### config.mk
export PLATFORM = sky130hd
export DESIGN_NAME = vctr_fifo_strm_ops
export DESIGN_NICKNAME = d
export VERILOG_FILES = /design/src/rtl/vctr_fifo_strm_ops.sv
export SDC_FILE = /design/constraint.sdc
export NUM_CORES = 1
export LEC_CHECK = 0
export BUFFER_PORTS_ARGS = -buffer_cell sky130_fd_sc_hd__buf_2
export CORE_ASPECT_RATIO = 1.25
export CORE_MARGIN = 3
export CORE_UTILIZATION = 60
export CTS_CLUSTER_SIZE = 20
export DETAILED_ROUTE_END_ITERATION = 8
export GPL_ROUTABILITY_DRIVEN = 0
export PLACE_DENSITY = 0.77
export SKIP_CTS_REPAIR_TIMING = 1
export SYNTH_ARGS = -nofsm -noshare
export SYNTH_HDL_FRONTEND = slang
export SYNTH_SLANG_ARGS = --single-unit
### constraint.sdc
create_clock -name clk -period 12.5 [get_ports clk]
set_input_delay 2.5 -clock clk [delete_from_list [all_inputs] [get_ports clk]]
set_output_delay 2.5 -clock clk [all_outputs]
set_load 0.1 [all_outputs]
### src/rtl/vctr_fifo_strm_ops.sv
// Two-vector streaming arithmetic: two input FIFOs feed a registered operand/result pipeline
// (ADD, |a-b|, (a-b)^2, or accumulated (a-b)^2) whose results land in an output FIFO.
module vctr_fifo_strm_ops #(
  parameter int DATA_WIDTH    = 16,
  parameter int LENGTH_BITS   = 8,
  parameter int BUFFER_LENGTH = 4,
  parameter int OUT_WIDTH     = 2*DATA_WIDTH+LENGTH_BITS
) (
  input  logic                   clk,
  input  logic                   rst_n,
  input  logic                   data_in_v1_en,
  input  logic [DATA_WIDTH-1:0]  data_in_v1,
  output logic                   data_in_v1_full,
  input  logic                   data_in_v2_en,
  input  logic [DATA_WIDTH-1:0]  data_in_v2,
  output logic                   data_in_v2_full,
  input  logic                   data_out_en,
  output logic [OUT_WIDTH-1:0]   data_out,
  output logic                   data_out_empty,
  input  logic [LENGTH_BITS-1:0] vector_length,
  input  logic [1:0]             mode,
  input  logic                   start,
  output logic                   done,
  output logic                   idle,
  output logic                   ready,
  output logic                   overflow
);

  localparam int AW = $clog2(BUFFER_LENGTH);
  localparam logic [AW:0] DEPTH = (AW+1)'(BUFFER_LENGTH);
  localparam logic [LENGTH_BITS-1:0] LEN_ONE = LENGTH_BITS'(1);
  localparam logic [1:0] M_ADD = 2'd0, M_ABS = 2'd1, M_SQ = 2'd2, M_ACC = 2'd3;

  // Handshake: a FIFO push/pop happens on an edge where its enable is high and the FIFO
  // can take/give a word; pushes to a full input FIFO are dropped (and flagged) unless
  // the pipeline pops that FIFO on the same edge.
  typedef enum logic [1:0] {S_IDLE, S_COMPUTE, S_DONE} state_t;
  state_t state, state_nxt;

  logic [LENGTH_BITS-1:0] len, consumed, written;
  logic [1:0]             mode_q;
  logic                   acc_mode, start_acc;

  logic [DATA_WIDTH-1:0] mem1 [BUFFER_LENGTH];
  logic [DATA_WIDTH-1:0] mem2 [BUFFER_LENGTH];
  logic [OUT_WIDTH-1:0]  omem [BUFFER_LENGTH];
  logic [AW-1:0]         wp1, rp1, wp2, rp2, owp, orp;
  logic [AW:0]           cnt1, cnt2, ocnt;
  logic                  push1, push2, pop_pair, out_push, out_pop, last_write;

  logic                  op_valid, op_last, stage_valid, acc_last_q;
  logic [DATA_WIDTH-1:0] a_q, b_q, diff;
  logic [DATA_WIDTH:0]   sum;
  logic [OUT_WIDTH-1:0]  sq, result, stage_data, acc, out_wdata;
  logic [AW+1:0]         in_flight;

  assign acc_mode  = (mode_q == M_ACC);
  assign start_acc = start && ready;

  // Elementwise results must have a reserved output slot before their operands leave the inputs.
  assign in_flight = {1'b0, ocnt} + (AW+2)'(op_valid) + (AW+2)'(stage_valid);
  assign pop_pair  = (state == S_COMPUTE) && (cnt1 != '0) && (cnt2 != '0) && (consumed < len)
                     && (acc_mode || (in_flight < {1'b0, DEPTH}));
  assign push1     = data_in_v1_en && ((cnt1 != DEPTH) || pop_pair);
  assign push2     = data_in_v2_en && ((cnt2 != DEPTH) || pop_pair);
  assign out_pop   = data_out_en && (ocnt != '0);

  assign out_push   = (state == S_COMPUTE) &&
                      (acc_mode ? (acc_last_q || (len == '0)) : stage_valid);
  assign last_write = (state == S_COMPUTE) &&
                      (acc_mode ? (acc_last_q || (len == '0))
                                : ((len == '0) || (stage_valid && (written == len - LEN_ONE))));
  assign out_wdata  = acc_mode ? acc : stage_data;

  assign data_in_v1_full = (cnt1 == DEPTH);
  assign data_in_v2_full = (cnt2 == DEPTH);
  assign data_out_empty  = (ocnt == '0);

  always_ff @(posedge clk) begin
    if (push1) mem1[wp1] <= data_in_v1;
    if (push2) mem2[wp2] <= data_in_v2;
    if (out_push) omem[owp] <= out_wdata;
  end

  always_ff @(posedge clk or negedge rst_n) begin
    if (!rst_n) begin
      wp1 <= '0; rp1 <= '0; cnt1 <= '0;
      wp2 <= '0; rp2 <= '0; cnt2 <= '0;
      owp <= '0; orp <= '0; ocnt <= '0;
      data_out <= '0;
    end else begin
      if (push1)    wp1 <= wp1 + 1'b1;
      if (pop_pair) rp1 <= rp1 + 1'b1;
      cnt1 <= cnt1 + (AW+1)'(push1) - (AW+1)'(pop_pair);
      if (push2)    wp2 <= wp2 + 1'b1;
      if (pop_pair) rp2 <= rp2 + 1'b1;
      cnt2 <= cnt2 + (AW+1)'(push2) - (AW+1)'(pop_pair);
      if (out_push) owp <= owp + 1'b1;
      if (out_pop) begin
        orp      <= orp + 1'b1;
        data_out <= omem[orp];
      end
      ocnt <= ocnt + (AW+1)'(out_push) - (AW+1)'(out_pop);
    end
  end

  always_comb begin
    diff   = (a_q >= b_q) ? (a_q - b_q) : (b_q - a_q);
    sum    = {1'b0, a_q} + {1'b0, b_q};
    sq     = OUT_WIDTH'({{DATA_WIDTH{1'b0}}, diff} * {{DATA_WIDTH{1'b0}}, diff});
    result = sq;
    case (mode_q)
      M_ADD:   result = OUT_WIDTH'(sum);
      M_ABS:   result = OUT_WIDTH'(diff);
      default: result = sq;
    endcase
  end

  // Operand register (pop edge), then result/accumulator register one edge later.
  always_ff @(posedge clk or negedge rst_n) begin
    if (!rst_n) begin
      op_valid    <= 1'b0;
      op_last     <= 1'b0;
      a_q         <= '0;
      b_q         <= '0;
      stage_valid <= 1'b0;
      stage_data  <= '0;
      acc         <= '0;
      acc_last_q  <= 1'b0;
    end else begin
      op_valid <= pop_pair;
      if (pop_pair) begin
        a_q     <= mem1[rp1];
        b_q     <= mem2[rp2];
        op_last <= (consumed == len - LEN_ONE);
      end
      stage_valid <= op_valid && !acc_mode;
      if (op_valid) stage_data <= result;
      acc_last_q  <= op_valid && acc_mode && op_last;
      if (start_acc)                 acc <= '0;
      else if (op_valid && acc_mode) acc <= acc + sq;
    end
  end

  always_ff @(posedge clk or negedge rst_n) begin
    if (!rst_n) begin
      len      <= '0;
      mode_q   <= M_ADD;
      consumed <= '0;
      written  <= '0;
      overflow <= 1'b0;
    end else begin
      if (start_acc) begin
        len      <= vector_length;
        mode_q   <= mode;
        consumed <= '0;
        written  <= '0;
      end else begin
        if (pop_pair) consumed <= consumed + LEN_ONE;
        if (out_push) written  <= written + LEN_ONE;
      end
      // A drop on the start edge still counts against the new run.
      if ((data_in_v1_en && !push1) || (data_in_v2_en && !push2)) overflow <= 1'b1;
      else if (start_acc)                                          overflow <= 1'b0;
    end
  end

  always_ff @(posedge clk or negedge rst_n) begin
    if (!rst_n) state <= S_IDLE;
    else        state <= state_nxt;
  end

  always_comb begin
    state_nxt = state;
    case (state)
      S_IDLE:    if (start_acc) state_nxt = S_COMPUTE;
      S_COMPUTE: if (last_write) state_nxt = S_DONE;
      S_DONE:    if ((ocnt == '0) && !out_pop) state_nxt = S_IDLE;
      default:   state_nxt = S_IDLE;
    endcase
  end

  always_comb begin
    idle  = (state == S_IDLE);
    ready = (state == S_IDLE);
    done  = (state == S_DONE);
  end

endmodule

# Yosys cells after proc, flatten, opt, wreduce, memory -nomap -nowiden
# Memories as Yosys holds them, arrays and structs flattened. A register that Yosys moved wholly into a read port is not among the register bits.
# Cells that the tools add are included.
dict set report totals {
  reg_bits 134
  mem_bits_rw 288
  in_bits 48
  output_inout_bits 47
  elab_cells 127
  mem_count 3
}
dict set report classes {
  n_addsub 21
  multipliers 1
  magnitude_cmp 3
  eq_ne 13
  mux 23
  n_reduce_logical 42
}
# memory words word_bits rd rd_ports_with_merged_regs write_ports line
set mem_list {}
lappend mem_list {omem 4 40 1 1 1 46} ;# logic [OUT_WIDTH-1:0] omem [BUFFER_LENGTH];
lappend mem_list {mem1 4 16 1 1 1 44} ;# logic [DATA_WIDTH-1:0] mem1 [BUFFER_LENGTH];
lappend mem_list {mem2 4 16 1 1 1 45} ;# logic [DATA_WIDTH-1:0] mem2 [BUFFER_LENGTH];
# op count
set ops {}
lappend ops {{$mux 40} 3}
lappend ops {{$pmux 32 s2} 1}
lappend ops {{$add 40x32->40} 1}
lappend ops {{$mul 16x16->32} 1}
lappend ops {{$mux 8} 4}
lappend ops {{$sub 16x16->16} 2}
lappend ops {{$add 16x16->17} 1}
lappend ops {{$logic_and 1x1->1} 17}
lappend ops {{$add 8x1->8 const B} 2}
lappend ops {{$eq 8x8->1} 2}
lappend ops {{$ge 16x16->1} 1}
lappend ops {{$mux 16} 1}
lappend ops {{$add 2x1->2 const B} 6}
lappend ops {{$mux 1} 10}
lappend ops {{$add 3x1->3} 3}
lappend ops {{$reduce_bool 3->1} 3}
lappend ops {{$sub 3x1->3} 3}
lappend ops {{$logic_not 8->1} 1}
lappend ops {{$lt 8x8->1} 1}
lappend ops {{$reduce_bool 2->1} 4}
lappend ops {{$sub 8x1->8 const B} 1}
lappend ops {{$logic_not 1->1} 7}
lappend ops {{$eq 3x3->1 const B} 2}
lappend ops {{$logic_or 1x1->1} 6}
lappend ops {{13 further kinds} 20}

# Logic depth before layout (Yosys ltp)
# Gate-level depths: netlist (run 1).
dict set report logic_depth {
  ltp_word 11
  ltp_mapped 45
  ltp_nobuf 43
}

# Worst setup path before layout (run 1)
# No wires, ideal clock.
dict set report synth_timing {
  kind {flip-flop to flip-flop}
  startpoint {register a_q[0], read port of mem1}
  endpoint {register acc[38]}
  setup_time_ps 129
  arrival_time_ps 9520
  t_required_ps 12371
  slack_ps 2851
  path_stages_with_launch 39
  path_buffers 2
  period_less_slack_ps 9649
  path_cell_list {dfrtp_1 > inv_1 > ha_1 > inv_1 > fa_1 > nand3_1 > a31o_1 > a211oi_2 > or2_1 > buf_6 > a2111o_1 > a311oi_2 > nor2_1 > xor2_1 > buf_2 > nor2_1 > fa_1 > fa_1 > (+3 left out) > inv_1 > fa_1 > inv_1 > ha_1 > or3_1 > o211ai_1 > a2bb2oi_1 > o311ai_1 > and3_1 > o41ai_1 > xnor2_1 > ha_1 > a21o_1 > a211oi_1 > nand2_1 > o21ai_0 > a21boi_0 > mux2i_1}
}
dict set report synth_between {
  elab_chain_len 6
  word_cells_on_any_way 8
  classes_between {3 x add/sub; 1 x mul; 1 x order compare; 3 x mux}
}
# element line
set synth_lines {}
lappend synth_lines {{start: declaration} 52} ;# logic [DATA_WIDTH-1:0] a_q, b_q, diff;
lappend synth_lines {{$sub 16x16->16 or $ge 16x16->1 (tied branches)} 108} ;# diff = (a_q >= b_q) ? (a_q - b_q) : (b_q - a_q);
lappend synth_lines {{$mux 16 *} 108}
lappend synth_lines {{$mul 16x16->32 *} 110} ;# sq = OUT_WIDTH'({{DATA_WIDTH{1'b0}}, diff} * {{DATA_WIDTH{1'b0}}, diff});
lappend synth_lines {{$add 40x32->40 *} 141} ;# else if (op_valid && acc_mode) acc <= acc + sq;
lappend synth_lines {{$mux 40 *} 141}
lappend synth_lines {{$mux 40 *} 140} ;# if (start_acc) acc <= '0;
lappend synth_lines {{end signal: assignment} 141}
lappend synth_lines {{end: declaration} 54} ;# logic [OUT_WIDTH-1:0] sq, result, stage_data, acc, out_wdata;
# Every way passes the cells marked *; elsewhere a longest branch is shown, timed or not. The select of a mux whose other input is x is not followed.
# A chain may end at the register's enable or synchronous reset.

# Worst setup path in the final report (run 1)
# Ends and elaborated chain as after synthesis.

==> impl_metrics.csv, run 1 <==
group,metric,value,unit
global_routing,grt_pass1_vias,21748,
floorplanning,dieHeight,259,um
floorplanning,ios,95,
timing,finalSetupViolations,0,
drt,vias_per_cell,5.99,
final_layout,final_nets,3149,
global_routing,grtUsageTotal,0.260,
global_routing,grt_max_degree,81,
final_layout,final_common_cell,"inv_1",
drt,drc,0,
synth,synth_cell_types,85,
synth,avgSynthCellArea,11.6,sq um
synth,synth-compound-area-share,0.0943,
synth,synth_top_family_by_area,"adder cells",
final_layout,drive_above_1_share,0.145,
synth,synth_edf_count,288,
timing,rsz0062_at_grt,"false",
final_layout,final_core_util,0.664,
timing,fmax,86.9,MHz
floorplanning,core_area,50500,sq um
synth,synthesis.area,30800,sq um
flow_run,maxCapViolCount,0,
placement,dp_hpwl,51.5,mm
global_routing,grt.overflow.total,0,
critical_path,startpoint,"a_q[0]",
floorplanning,initial_core_util,0.609,
clocking,cts_made_buffers,47,
synth,synth_flop_cell,"edfxtp_1",
critical_path,critPathLaunchType,"register",
clocking,cts_tree,"built",
timing,clock-skew-final,36.8,ps
placement,port-buffer-count,94,
critical_path,critical_path_class,"register to register",
critical_path,reg2reg_from,"a_q[0]",
synth,ys_seq_elements,486,
synth,syn_inst,2651,
floorplanning,die_area,54000,sq um
synth,async_flop_share,0.407,
drt,wire_per_inst,20.3,um
timing,finalHoldViolCount,0,
drt,vias,20475,
critical_path,slowest_delay,690,ps
critical_path,cp_slowest_cell,"ha_1",
final_layout,final_cell_mix,"316 x inv_1, 288 x edfxtp_1, 229 x nand2_1",
timing,final.min_clock_period,11510,ps
critical_path,arrival,11950,ps
global_routing,antenna_found_initial,1,
synth,ys_seq_area_frac,0.442,
drt,wl,69.5,mm
synth,ys_warn_count,0,
final_layout,area_growth,9.09,%
final_layout,register_area,13600,sq um
synth,yosys.area_share.adder,0.194,
floorplanning,core.rowCount,92,
drt,first_pass_iters,6,
critical_path,cp_max_fo,18,
timing,relSlewSlack,0.215,
synth,synth-xor-area-share,0.0375,
timing,final.setup.tns,0,ps
synth,synth_mux_area_frac,0.0883,
floorplanning,die_w,208,um
timing,tightest_slew,1170,ps
timing,drv_slew,0,
clocking,h-tree-depth,2,
drt,drtIter0Drc,1330,
global_routing,grt_pass1_wl,113,mm
clocking,cts-root-to-sink-buffers,3,
clocking,clk_latency,600,ps
critical_path,required,12950,ps
final_layout,fillers,3634,
min_path,hp-start,"op_last",
final_layout,multiInputGateArea,15500,sq um
clocking,cts_sinks,486,
drt,final_antenna_net_count,0,
synth,synth_fp_nets,3076,
critical_path,cp-end-kind,"register",
clocking,root_buffer,"clkbuf_16",
outcome,status,"complete, no violations",
min_path,hp-class,"register to register",
clocking,clk_pin_slew_worst_paths,60,ps
timing,period_share,0.920,
critical_path,crit_top_cell,"fa_1",
synth,synth_simple_gate_area_share,0.0898,
## final timing paths
| check | to | slack (ps) | depth (start not counted) |
|---|---|---|---|
| worst max-delay path | acc[38] | 990 | 37 |
| worst min-delay path | op_last | 470 | 2 |
| worst max register to register | acc[38] | 990 | 37 |
| min in group asynchronous | data_out[13] | 1930 | 1 |
| worst min register to register | op_last | 470 | 2 |
| max in group asynchronous | b_q[15] | 9150 | 2 |
## sequential cells by signal (all words and copies together), names as in the netlist, 8 cells and up
| name | cells |
|---|---|
| stage_data | 32 |
| mem2 | 64 |
| consumed | 8 |
| a_q | 16 |
| b_q | 16 |
| data_out | 40 |
| mem1 | 64 |
| len | 8 |
| omem | 160 |
| written | 8 |
| acc | 40 |
## critical path, delay by kind of cell (launching register included)
family,cells,cell delay [ps]
adders and majority gates,9,4430
muxes,2,480
xor gates and xnor gates,2,880
and+or+nand+nor,6,1430
AOI/OAI and AO/OA,12,3240
buffers and inverters,6,530
DFF,1,380
## cells by family after synthesis
kind of cell	Yosys count
AO/OA/AOI/OAI	454
XOR/XNOR	130
adder cells (fa/ha/maj)	377
buffers and inverters	428
flip-flops	486
multiplexers	171
AND/OR/NAND/NOR	605
## stage by stage
stage / std cells / setup WS, ps / area, sq um / hold slack (ps)
finish: 3421 / 994 / 33500 / 472
CTS: 3419 / 849 / 33500 / 476
global route: 3420 / 209 / 33500 / 507
floorplan: 2651 / 2850 / 30800 / 440
global placement: 3333 / 1350 / 31900 / 456
detailed placement: 3333 / 912 / 31900 / 463
## metal layers
layer	share of wire	wire (um)	track usage
met2	0.52	36000	0.467
met1	0.39	27000	0.315
met4	0.046	3200	0.111
met5	0	0	0
met3	0.048	3330	0.0372
## cells in the mapped netlist (49+ instances only)
library cell	n	area, sq um
a21o_1	49	368
a21oi_1	134	671
clkbuf_1	69	259
dfrtp_1	198	4950
edfxtp_1	288	8650
fa_1	167	3340
ha_1	210	2630
inv_1	316	1190
mux2_2	78	878
mux4_2	72	1620
nand2_1	229	860
nor2_1	167	627
o21ai_0	105	526
xnor2_1	89	780
## area by class of cell
cell class,count,share of cell area
clock inverters,27,0.0109
flip-flops and latches,486,0.405
repair buffers,124,0.0210
inverters,328,0.0367
diodes,2,0.000149
well taps,658,0.0245
multi-input cells,1737,0.462
clock buffers,59,0.0388
Power of run 1 is not shown: default switching activity piles up to over one toggle a cycle in this logic, so the estimate is an artifact.
==> run 2: changes to the inputs <==
--- a/config.mk
+++ b/config.mk
@@ -5,6 +5,7 @@
 export SDC_FILE = /design/constraint.sdc
 export NUM_CORES = 1
 export LEC_CHECK = 0
+export ABC_AREA = 1
 export BUFFER_PORTS_ARGS = -buffer_cell sky130_fd_sc_hd__buf_2
 export CORE_ASPECT_RATIO = 1.25
 export CORE_MARGIN = 3
==> impl_metrics.csv, run 2 <==
group,metric,value,unit
outcome,status,"complete, no violations",
final_layout,final_common_cell,"nor2_1",
synth,synth_cell_types,53,
drt,drtIter0Drc,2025,
critical_path,cp_max_fo,17,
synth,synthMostInstantiatedCell,"nor2_1",
global_routing,grt.overflow.total,0,
synth,ys_seq_area_frac,0.422,
critical_path,required,12990,ps
final_layout,largest_reg_flops,160,
final_layout,diodes,0,
timing,fmax,101,MHz
timing,drv_slew,0,
global_routing,grtUsageTotal,0.282,
global_routing,grt_pass1_wl,127,mm
critical_path,ff2ff_path_depth,42,
clocking,cts_tree,"built",
synth,synthTopCellsByArea,"edfxtp_1 27%, dfrtp_1 15%, fa_1 10%",
synth,synth.largest_area_cell,"edfxtp_1",
clocking,clk_latency,630,ps
synth,synth_common_cells,"628 x nor2_1, 587 x nand2_1, 533 x inv_1",
synth,synth_edf_count,288,
synth,synth_fp_nets,4093,
synth,synthesis.area,32300,sq um
timing,finalSetupViolations,0,
drt,drc,0,
clocking,h-tree-depth,2,
critical_path,crit_top_cell,"nand2_1",
min_path,hp-class,"register to register",
drt,final_antenna_net_count,0,
timing,final.setup.tns,0,ps
timing,clock-skew-final,50.3,ps
timing,period_share,0.791,
critical_path,cp_slowest_cell,"ha_1",
flow_run,maxCapViolCount,0,
final_layout,top_regs,"omem x160, mem1 x64, mem2 x64",
floorplanning,initial_core_util,0.610,
clocking,root_buffer,"clkbuf_16",
critical_path,worstReg2RegEnd,"acc[35]",
drt,vias_per_cell,5.65,
synth,syn_inst,3668,
floorplanning,core_area,52900,sq um
synth,synth.top_cell.area_share,0.268,
critical_path,r2r_slack,2620,ps
final_layout,register_area,13600,sq um
critical_path,startpoint,"a_q[0]",
synth,ys_seq_elements,486,
floorplanning,core.rowCount,94,
floorplanning,die_area,56600,sq um
drt,wl,79.3,mm
critical_path,critPathLaunchType,"register",
clocking,cts_sinks,486,
critical_path,reg2reg_from,"a_q[0]",
global_routing,antenna_found_initial,0,
final_layout,largest_register,"omem",
synth,ys_warn_count,0,
final_layout,final_cell_mix,"616 x nor2_1, 586 x nand2_1, 532 x inv_1",
final_layout,area_growth,8.27,%
timing,finalHoldViolCount,0,
global_routing,grt_pass1_vias,24767,
global_routing,grt_max_degree,126,
synth,avgSynthCellArea,8.80,sq um
timing,tightest_slew,1130,ps
clocking,cts-root-to-sink-buffers,3,
timing,relSlewSlack,0.243,
drt,first_pass_iters,6,
drt,vias,25009,
critical_path,cp-end-kind,"register",
clocking,cts_made_buffers,46,
floorplanning,ios,95,
critical_path,arrival,10370,ps
final_layout,fillers,4242,
drt,wire_per_inst,17.9,um
critical_path,crit_family,"adder cells",
min_path,hp-start,"stage_data[29]",
floorplanning,dieHeight,265,um
critical_path,slowest_delay,750,ps
final_layout,multiInputGateArea,16100,sq um
min_path,min_to,"stage_data[29]",
final_layout,drive_above_1_share,0.0780,
floorplanning,die_w,213,um
final_layout,final_nets,4142,
final_layout,final_core_util,0.660,
synth,async_flop_share,0.407,
placement,dp_hpwl,57.7,mm
timing,rsz0062_at_grt,"false",
placement,port-buffer-count,94,
timing,final.min_clock_period,9880,ps
synth,synth_flop_cell,"edfxtp_1",
critical_path,critical_path_class,"register to register",
critical_path,crit_buf_inv,8,
clocking,clk_pin_slew_worst_paths,80,ps
min_path,holdPathStages,2,
-- run 2: tightest hold or removal path, stage by stage, from the launching register on --
cell and delay [ps]:
dfrtp_1 340, nand2_1 60, nand2_1 50
-- run 2: worst max path at each step --
| stage | cells past startpoint | to |
|---|---|---|
| floorplan | 46 | acc[39] |
| global placement | 48 | acc[35] |
| CTS | 42 | acc[35] |
| finish | 42 | acc[35] |
| detailed placement | 45 | acc[35] |
| global route | 42 | acc[35] |
-- run 2: stage by stage --
step	hold WS, ps	std cells	instance area, sq um	setup slack (ps)
floorplan	449	3668	32300	4230
global placement	464	4341	33300	2960
detailed placement	468	4341	33300	2800
CTS	484	4427	34900	2750
global route	507	4427	34900	2040
finish	486	4427	34900	2620
-- run 2: area by class of cell --
cell class,count,area share
multi-input combinational,2509,0.460
sequential,486,0.389
tap,672,0.0241
clock buffer,62,0.0373
clock inverter,24,0.0104
inverter,559,0.0606
timing repair buffer,115,0.0183
-- run 2: layer usage --
layer  GRT usage  vias to the layer above  part of all wire
met4       0.118                        0             0.044
met2       0.499                      931              0.51
met3      0.0334                      226             0.061
li1            -                    11918                 -
met1       0.350                    11934              0.39
met5           0                        -                 0
-- run 2: cells by family (layout without fill, tap and decap cells) --
group	Yosys count	after routing	synth area share
simple gates	1441	1441	0.184
buf+inv	673	760	0.0819
compound gates	601	601	0.103
flops	486	486	0.422
fa+ha+maj	377	377	0.185
xor+xnor	90	90	0.0244
Power of run 2 is left out for the same reason.
